--- src/rtl/wb_arbiter.sv ---
// Merges in-order ALU results and buffered load responses onto the single regfile write port.
// ALU results appear 1 cycle after acceptance, loads at least 2; both inputs stall only while the load FIFO is full.
module wb_arbiter #(
  parameter int LD_DEPTH = 4
) (
  input  logic        i_clk,
  input  logic        i_rst,
  input  logic        i_alu_valid,
  input  logic [4:0]  i_alu_rd_addr,
  input  logic [31:0] i_alu_rd_data,
  output logic        o_alu_ready,
  input  logic        i_ld_valid,
  input  logic [4:0]  i_ld_rd_addr,
  input  logic [31:0] i_ld_rd_data,
  output logic        o_ld_ready,
  output logic [37:0] o_wb_pkg,
  output logic [31:0] o_pend_mask
);

  localparam int PW = (LD_DEPTH > 1) ? $clog2(LD_DEPTH) : 1;
  localparam int CW = PW + 1;
  localparam logic [CW-1:0] FULL_CNT = CW'(LD_DEPTH);

  typedef struct packed {
    logic        wren;
    logic [4:0]  rd_addr;
    logic [31:0] rd_data;
  } writeback_t;

  logic [4:0]    ent_addr_q [LD_DEPTH];
  logic [31:0]   ent_data_q [LD_DEPTH];
  logic [PW-1:0] rd_ptr_q, rd_ptr_d;
  logic [PW-1:0] wr_ptr_q, wr_ptr_d;
  logic [CW-1:0] count_q, count_d;
  writeback_t    wb_q, wb_d;

  logic          full;
  logic          empty;
  logic          push;
  logic          pop;

  assign full  = (count_q == FULL_CNT);
  assign empty = (count_q == '0);

  // Readiness depends only on occupancy, so a pop never opens a slot in the same cycle.
  assign o_ld_ready  = ~full;
  assign o_alu_ready = ~full;

  // Loads to x0 complete the handshake but occupy no slot.
  assign push = i_ld_valid & ~full & (i_ld_rd_addr != 5'd0);

  always_comb begin
    pop  = 1'b0;
    wb_d = '0;
    if (full) begin
      pop = 1'b1;
    end else if (i_alu_valid) begin
      wb_d.wren    = (i_alu_rd_addr != 5'd0);
      wb_d.rd_addr = i_alu_rd_addr;
      wb_d.rd_data = i_alu_rd_data;
    end else if (!empty) begin
      pop = 1'b1;
    end
    if (pop) begin
      wb_d.wren    = (ent_addr_q[rd_ptr_q] != 5'd0);
      wb_d.rd_addr = ent_addr_q[rd_ptr_q];
      wb_d.rd_data = ent_data_q[rd_ptr_q];
    end
  end

  always_comb begin
    rd_ptr_d = rd_ptr_q;
    wr_ptr_d = wr_ptr_q;
    count_d  = count_q;
    if (pop) begin
      rd_ptr_d = rd_ptr_q + PW'(1);
    end
    if (push) begin
      wr_ptr_d = wr_ptr_q + PW'(1);
    end
    case ({push, pop})
      2'b10:   count_d = count_q + CW'(1);
      2'b01:   count_d = count_q - CW'(1);
      default: count_d = count_q;
    endcase
  end

  always_ff @(posedge i_clk or posedge i_rst) begin
    if (i_rst) begin
      rd_ptr_q <= '0;
      wr_ptr_q <= '0;
      count_q  <= '0;
      wb_q     <= '0;
      for (int i = 0; i < LD_DEPTH; i++) begin
        ent_addr_q[i] <= '0;
        ent_data_q[i] <= '0;
      end
    end else begin
      rd_ptr_q <= rd_ptr_d;
      wr_ptr_q <= wr_ptr_d;
      count_q  <= count_d;
      wb_q     <= wb_d;
      if (push) begin
        ent_addr_q[wr_ptr_q] <= i_ld_rd_addr;
        ent_data_q[wr_ptr_q] <= i_ld_rd_data;
      end
    end
  end

  assign o_wb_pkg = wb_q;

  // A slot is live when its distance from the head is below the occupancy.
  logic [PW-1:0] slot_off;
  logic [31:0]   pend_mask;

  always_comb begin
    pend_mask = '0;
    slot_off  = '0;
    for (int i = 0; i < LD_DEPTH; i++) begin
      slot_off = PW'(i) - rd_ptr_q;
      if ({1'b0, slot_off} < count_q) begin
        pend_mask[ent_addr_q[i]] = 1'b1;
      end
    end
    pend_mask[0] = 1'b0;
  end

  assign o_pend_mask = pend_mask;

endmodule

--- config.mk ---
export PLATFORM = sky130hd
export DESIGN_NAME = wb_arbiter
export DESIGN_NICKNAME = d
export VERILOG_FILES = /design/src/rtl/wb_arbiter.sv
export SDC_FILE = /design/constraint.sdc
export NUM_CORES = 1
export LEC_CHECK = 0
export CORE_MARGIN = 5
export CORE_UTILIZATION = 50
export CTS_CLUSTER_SIZE = 40
export DETAILED_ROUTE_END_ITERATION = 16
export HOLD_SLACK_MARGIN = 0.03
export MAX_ROUTING_LAYER = met4
export PLACE_DENSITY_LB_ADDON = 0.1
export SLEW_MARGIN = 20
export SYNTH_ARGS = -nofsm -noshare
export SYNTH_HDL_FRONTEND = slang
export SYNTH_SLANG_ARGS = --single-unit
--- constraint.sdc ---
create_clock -name i_clk -period 12.4 [get_ports i_clk]
set_input_delay 1.24 -clock i_clk [delete_from_list [all_inputs] [get_ports i_clk]]
set_output_delay 1.24 -clock i_clk [all_outputs]
set_load 0.02 [all_outputs]
After elaboration in Yosys (flattened, before gate mapping)
Cells that the tools add are included.
{"block": "word_totals", "register_bits": 193, "word_cells": 89}
{"block": "op_classes", "addsub": 8, "n_lt_le_gt_ge": 15, "n_eq_ne": 3, "mux": 31, "bitwise_logic": 8, "n_reduce_logical": 10}
{"cell": "two-way mux 32 bit", "n": 7}
{"cell": "bitwise mux 128 bit", "n": 1}
{"cell": "two-way mux 38 bit", "n": 3}
{"cell": "OR 32 bit", "n": 3}
{"cell": "binary-select mux 32 bit (select 2 bit)", "n": 1}
{"cell": "demux 32 bit (select 2 bit)", "n": 1}
{"cell": "< comparator 5 x 6 -> 1 bit (second input constant)", "n": 4}
{"cell": "bitwise mux 20 bit", "n": 1}
{"cell": "demux 1 bit (select 5 bit)", "n": 4}
{"cell": ">= comparator 5 x 1 -> 1 bit (second input constant)", "n": 4}
{"cell": "two-way mux 5 bit", "n": 3}
{"cell": "nonzero test 5 bit", "n": 3}
{"cell": "< comparator 2 x 3 -> 1 bit", "n": 4}
{"cell": "binary-select mux 5 bit (select 2 bit)", "n": 1}
{"cell": "demux 5 bit (select 2 bit)", "n": 1}
{"cell": "two-way mux 1 bit", "n": 7}
{"cell": ">= comparator 3 bit (second input constant)", "n": 2}
{"cell": "NOT 2 -> 3 bit", "n": 2}
{"cell": "one-hot mux 3 bit (2 select lines)", "n": 1}
{"cell": "logical AND 1 bit", "n": 5}
{"cell": "adder 2 x 1 -> 2 bit (second input constant)", "n": 2}
{"cell": "subtractor 1 x 2 -> 2 bit (first input constant)", "n": 2}
{"cell": "subtractor 2 bit (first input constant)", "n": 2}
{"cell": "adder 3 x 1 -> 3 bit (second input constant)", "n": 1}
{"cell": "other kinds (9)", "n": 10}

Longest topological paths before layout
{"block": "logic_depth", "word_depth": 11, "mapped_depth": 11}

Least setup slack after synthesis
Ideal clock, no wire load.
{"block": "synth_path", "path_type": "reg-to-output", "from": "reg rd_ptr_q[1]", "to": "out o_pend_mask[14]", "t_arrival_ns": 2.515, "required_ns": 11.160, "setup_slack_ns": 8.645, "path_stages_with_launch": 10, "n_path_buf": 2, "path_cell_list": "dfrtp_1 buf_2 buf_1 inv_1 ha_1 a21boi_0 o21ai_1 nand2_1 nor3_1 a221o_1"}
{"block": "synth_between", "elab_chain_cells": 9}
{"item": "start, declared", "line": "32", "text": "logic [PW-1:0] rd_ptr_q, rd_ptr_d;"}
{"item": "start signal, assigned", "line": "99", "text": "rd_ptr_q <= rd_ptr_d;"}
{"item": "subtractor 1 x 2 -> 2 bit", "line": "120", "text": "slot_off = PW'(i) - rd_ptr_q;"}
{"item": "< comparator 2 x 3 -> 1 bit", "line": "121", "text": "if ({1'b0, slot_off} < count_q) begin"}
{"item": "two-way mux 32 bit", "line": "121"}
{"item": "OR 32 bit (no line)"}
{"item": "two-way mux 32 bit", "line": "121"}
{"item": "OR 32 bit (no line)"}
{"item": "two-way mux 32 bit", "line": "121"}
{"item": "OR 32 bit (no line)"}
{"item": "two-way mux 32 bit (*)", "line": "121"}
{"item": "end, declared", "line": "17", "text": "output logic [31:0] o_pend_mask"}
Every way passes the cells marked *; elsewhere a longest branch is shown, timed or not.

Final worst setup path
{"block": "layout_path", "from": "reg rd_ptr_q[0]", "to": "out o_pend_mask[23]"}
Same word-level chain as after synthesis.

==> impl_metrics.env <==
export IMPL_global_route_usage_total_pct=23.4
export IMPL_min_path_cells=1
export IMPL_layout_drive_gt1_share_pct=27.5
export IMPL_synth_compound_gate_area_share_pct=9.64
export IMPL_grt_max_degree=114
export IMPL_setup_violations_final=0
export IMPL_hold_worst_slack_ns=0.507
export IMPL_number_of_max_capacitance_violations_reported=0
export IMPL_yosys_area_share_xor_xnor_pct=0.609
export IMPL_buffer_ports_inserted=148
export IMPL_detailedRoute_firstIterationViolations=434
export IMPL_wire_length_of_the_first_global_routing_pass_mm=42.0
export IMPL_fin_crit_sh_pct=41.6
export IMPL_power_per_cell_area_nw_per_um2=298
export IMPL_cts_num_sinks=193
export IMPL_setup_tns_ns=0
export IMPL_maxSlewHeadroom_pct=36.3
export IMPL_synth_main_ff_cell="dfrtp_1"
export IMPL_clock_tree_root_cell="clkbuf_16"
export IMPL_start_util_pct=50.2
export IMPL_start_kind="register"
export IMPL_route_antenna_remaining_nets=0
export IMPL_gate_count_after_technology_mapping=694
export IMPL_fp_dieW_microns=152
export IMPL_timing_hold_violations_final=0
export IMPL_status="finished, final reports clean"
export IMPL_setup_slack_ns=7.24
export IMPL_post_place_ws_ns=7.71
export IMPL_hold_class="register to register"
export IMPL_async_reset_ff_share_pct=100
export IMPL_synth_seq_area_share_pct=48.0
export IMPL_dpl_hpwl_mm=17.9
export IMPL_overflow=0
export IMPL_floorplan_die_height_microns=152
export IMPL_synth_top_family_by_area="multiplexers"
export IMPL_diodes=0
export IMPL_number_of_global_route_vias_before_repair=7318
export IMPL_post_cts_resized=0
export IMPL_actual_slew_at_the_worst_max_slew_pin_ns=0.955
export IMPL_number_of_cts_inserted_buffers=17
export IMPL_critical_path_max_fanout=43
export IMPL_critical_path_endpoint_type="output port"
export IMPL_ys_seq_elements=193
export IMPL_ir_worst_vdd_mv=0.115
export IMPL_power_static_leakage_nw=5.37
export IMPL_post_cts_repair_setup_buffers=0
export IMPL_synth_mux_area_share_pct=29.5
export IMPL_syn_area_sq_um=10100
export IMPL_grt_antenna_before_repair=0
export IMPL_yosys_area_share_adder_pct=1.32
export IMPL_timing_worst_setup_path_type="register to output port"
export IMPL_gp_congestion=0.973
export IMPL_cts_htree_levels=4
export IMPL_yosys_warnings=0
export IMPL_cts_tree="built"
export IMPL_syn_area_per_cell_sq_um=14.5
export IMPL_synth_edf_count=0
export IMPL_area_overhead_of_the_layout_relative_to_synthesis_pct=20.5
export IMPL_worstPathRequired_ns=11.16
export IMPL_count_of_hold_fix_buffers_inserted_at_cts=0
export IMPL_synth_distinct_cells=54
export IMPL_rsz0062_at_grt="false"
export IMPL_vias_per_cell=5.94
export IMPL_die_area_sq_um=23100
export IMPL_coreArea_sq_um=20000
export IMPL_cp_arrival_ns=3.92
export IMPL_clock_skew_ns=0.0192
export IMPL_synth_simple_gate_area_share_pct=6.39
export IMPL_postSynthNetCount=782
export IMPL_clk_latency_ns=0.43
export IMPL_most_common_cell_after_layout_fill_and_taps_aside="dfrtp_1"
export IMPL_ios=150
export IMPL_period_minus_slack_ns=5.16
export IMPL_final_max_slew_violation_count=0
export IMPL_placement_rows=52
export IMPL_finish_net_count=909
export IMPL_commonest_cells_after_routing_fill_and_taps_aside="dfrtp_1, clkdlybuf4s50_1, mux2_4"
export IMPL_wirelength_mm=26.2
export IMPL_max_clock_freq_mhz=194
export IMPL_remaining_drc_errors=0
export IMPL_detailroute_via_count=6553
export IMPL_routed_wire_length_per_instance_microns=23.8
export IMPL_rr_worst_depth=10
export IMPL_clock_tree_buffer_depth=2
export IMPL_drtPass1Iterations=5
export IMPL_clk_pin_slew_worst_setup_hold_paths_ns=0.07
## worst paths after layout
check	start	endpoint	slack (ns)
worst min register to register	ent_data_q[11]	ent_data_q[11]	0.51
worst max-delay path	rd_ptr_q[0]	o_pend_mask[23]	7.24
min in group asynchronous	i_rst	ent_data_q[7]	1.32
worst max register to register	count_q[0]	count_q[2]	9.65
max in group asynchronous	i_rst	rd_ptr_q[0]	9.74
worst min-delay path	ent_data_q[11]	ent_data_q[11]	0.51
## cell families (layout without fill, tap and decap cells)
kind of cell	after synthesis	in the layout
AND/OR/NAND/NOR	119	119
XOR/XNOR	7	7
adder cells (fa/ha/maj)	10	10
other	1	1
multiplexers	187	187
AO/OA/AOI/OAI	118	118
flip-flops	193	193
buffers and inverters	59	198
## per-stage QoR
step	cell area (sq um)	power (mW)	instances	utilization (%)
after detailed placement	11500	3.08	1072	57.6
after global placement	11500	3.05	1072	57.6
after global routing	12100	3.81	1103	60.5
final	12100	3.62	1103	60.5
after CTS	12100	3.64	1103	60.5
after floorplan	10100	2.52	694	-
## synth_stat cells (3+ instances only)
master / count / area share [%]
a211o_1: 3 / 0.26
a21oi_1: 4 / 0.20
a221o_1: 15 / 1.5
a22o_1: 37 / 3.2
a22oi_1: 6 / 0.45
a32oi_1: 5 / 0.43
and2_1: 6 / 0.37
and3_1: 3 / 0.19
buf_1: 4 / 0.15
buf_12: 12 / 2.4
buf_2: 7 / 0.35
buf_6: 3 / 0.34
clkbuf_1: 15 / 0.56
dfrtp_1: 193 / 48
ha_1: 9 / 1.1
inv_1: 16 / 0.60
mux2_2: 28 / 3.1
mux2_4: 120 / 18
mux4_2: 37 / 8.3
nand2_1: 40 / 1.5
nand2_8: 4 / 0.80
nand2b_1: 8 / 0.50
nand3_1: 8 / 0.40
nor2_1: 20 / 0.75
nor2b_1: 18 / 1.1
nor3_1: 4 / 0.20
o211ai_1: 5 / 0.37
o21ai_1: 4 / 0.20
o221ai_1: 10 / 0.87
o22ai_1: 11 / 0.68
o32ai_1: 3 / 0.26
xnor2_1: 5 / 0.43
## critical path: stages (launching register included)
cell and delay, ns:
dfrtp_4 1.03, xnor2_1 0.20, ha_1 0.32, a21oi_1 0.09, o21ai_1 0.69, a2bb2o_1 0.34, a221o_1 0.27, clkdlybuf4s50_1 0.54
## area by class of cell
class | instances | area [sq um]
fillers | 1556 | 7910
clock inverters | 14 | 163
repair buffers | 151 | 1510
flip-flops and latches | 193 | 4830
clock buffers | 17 | 425
well taps | 270 | 338
inverters | 16 | 67.6
multi-input cells | 442 | 4800
## where the power goes
part | switching, mW | internal [mW]
combinational | 0.850 | 1.00
sequential | 0.274 | 0.953
clock | 0.267 | 0.272
total | 1.39 | 2.23
## metal layers
| metal | track usage, % | part of all wire (%) |
|---|---|---|
| met5 | - | 0 |
| met4 | 8.22 | 2.6 |
| met3 | 3.92 | 4.2 |
| met2 | 37.8 | 49 |
| met1 | 30.2 | 44 |
## registers in the layout, indices dropped and copies added (netlist names)
signal / cells
ent_addr_q: 20
o_wb_pkg: 38
count_q: 3
rd_ptr_q: 2
ent_data_q: 128
wr_ptr_q: 2
Power figures use the tool's default switching activity.
==> RTL change, RTL diff (config.mk and constraints unchanged) <==
Change the parameter `LD_DEPTH` from 4 to 8.
--- a/src/rtl/wb_arbiter.sv
+++ b/src/rtl/wb_arbiter.sv
@@ -1,7 +1,7 @@
 // Merges in-order ALU results and buffered load responses onto the single regfile write port.
 // ALU results appear 1 cycle after acceptance, loads at least 2; both inputs stall only while the load FIFO is full.
 module wb_arbiter #(
-  parameter int LD_DEPTH = 4
+  parameter int LD_DEPTH = 8
 ) (
   input  logic        i_clk,
   input  logic        i_rst,
Check against the original RTL: not equivalent (a bounded check fails within 10 cycles, from zero or initial values and one cycle with i_rst high).
==> RTL change against the unedited design <==
- total power increased by 90%
- critical path type unchanged
- clock power increased by 110%
- routed wire length increased by 120%
- via count increased by 110%
- worst setup slack got worse by 940 ps
- worst hold slack got worse by 22 ps
- sequential cell count increased by 151
- synthesized area increased by 86%
- combinational power increased by 91%
- cell area increased by 79%
- largest power group unchanged
==> RTL change: results (changes against the unedited design) <==
{| class="wikitable"
! Metric !! Value
|-
| Terminating pin of the worst hold path || ent_data_q[96]$_DFFE_PP0P_ (was ent_data_q[11]$_DFFE_PP0P_)
|-
| Main area contributors after synthesis || dfrtp_1 46%, mux2_2 12%, mux2_4 7.2% (was dfrtp_1 48%, mux2_4 18%, mux4_2 8.3%)
|-
| Register area || 8610 um^2 (was 4830 um^2)
|-
| Hold path startpoint || ent_data_q[96]$_DFFE_PP0P_ (was ent_data_q[11]$_DFFE_PP0P_)
|-
| Fraction of standard cell area in multi-input logic || 43.6% (was 39.5%)
|-
| Non-filler instance count after layout || 2197 (was 1103)
|-
| Fraction of synthesized area in multiplexers || 27.6% (was 29.5%)
|-
| Total track usage || 28.2% (was 23.4%)
|-
| Count of placed standard cells including taps || 2129 (was 1072)
|-
| Share of synthesized area occupied by flip-flops and latches || 45.9% (was 48.0%)
|-
| Adder-cell share of the synthesized area || 1.31% (was 1.32%)
|-
| Deepest clock path buffer count || 3 (was 2)
|-
| Net count after synthesis || 1690 (was 782)
|-
| Synthesized instance count || 1593 (was 694)
|-
| Clock insertion delay at the later pin of the skew report || 560 ps (was 430 ps)
|-
| Pin count of the biggest net entering global routing || 122 (was 114)
|-
| Wire length of the first global-routing pass || 88.1 mm (was 42.0 mm)
|-
| Vias in the first global route || 14200 (was 7318)
|-
| Max reg flops || 256 (was 128)
|-
| Worst clock skew || 19.4 ps (was 19.2 ps)
|-
| Total iterations of the first detailed-routing run || 7 (was 5)
|-
| Post-synthesis xor/xnor area fraction || 0.467% (was 0.609%)
|-
| Post-DP Area || 20500 um^2 (was 11500 um^2)
|-
| Number of nets in the layout || 1792 (was 909)
|-
| Sum of routed wire length over all layers || 57.7 mm (was 26.2 mm)
|-
| Outcome || completed (unchanged)
|-
| Total inserted antenna cells || 2 (was 0)
|-
| Final Worst Setup Slack || 6300 ps (was 7240 ps)
|-
| Reg-to-reg startpoint || count_q[3]$_DFFE_PP0P_ (was count_q[0]$_DFFE_PP0P_)
|-
| Synth top cells by count || 344 x dfrtp_1, 198 x mux2_2, 134 x mux2i_1, 93 x nand2_1, 90 x mux2_4 (was 193 x dfrtp_1, 120 x mux2_4, 40 x nand2_1, 37 x a22o_1, 37 x mux4_2)
|-
| Routed via count divided by cell count || 6.33 (was 5.94)
|-
| Share of the synthesized area in compound gates (AO/OA/AOI/OAI) || 11.2% (was 9.64%)
|-
| Antenna violations before repair || 3 (was 0)
|-
| Utilization after layout || 58.3% (was 60.5%)
|-
| CTS H-tree depth || 2 (was 4)
|-
| Worst hold margin || 485 ps (was 507 ps)
|-
| Iter 0 DRT Violations || 1158 (was 434)
|-
| P_sw || 2930 uW (was 1390 uW)
|-
| Crit path to || o_pend_mask[12] (was o_pend_mask[23])
|-
| Worst slack at placement || 6870 ps (was 7710 ps)
|-
| Non-clock buffer count in the final layout || 175 (was 151)
|-
| Clock buf/inv share || 5.78% (was 4.85%)
|-
| Netlist cell types || 80 (was 54)
|-
| Count of multi-input combinational gates || 1106 (was 442)
|-
| Inverters, non-clock || 30 (was 16)
|-
| R2r setup slk || 9020 ps (was 9650 ps)
|}
-- RTL change: power groups by stage --
stage          sequential, uW  clock [uW]  combinational, uW
6_report                 2230        1130               3540
3_3_place_gp             2210           0               3480
4_1_cts                  2210        1150               3520
2_1_floorplan            2010           0               2480
5_1_grt                  2300        1200               3760
3_5_place_dp             2230           0               3500
-- RTL change: critical path: stages, from the launching register on --
cell and delay, ps:
dfrtp_4 1010, ha_1 330, xnor2_1 160, inv_1 70
ha_1 290, a21oi_1 270, o21ai_1 240, a211oi_1 930
a32oi_1 140, nand4_1 200, clkdlybuf4s50_1 640
-- RTL change: layer usage --
metal	track usage [%]	share of wire [%]	up-vias	wire length, um
met5	-	0	-	0
met4	8.34	3.1	0	1800
met3	5.47	6.5	127	3780
met2	42.5	45	465	26100
met1	39.2	45	7175	26100
li1	-	-	6145	-
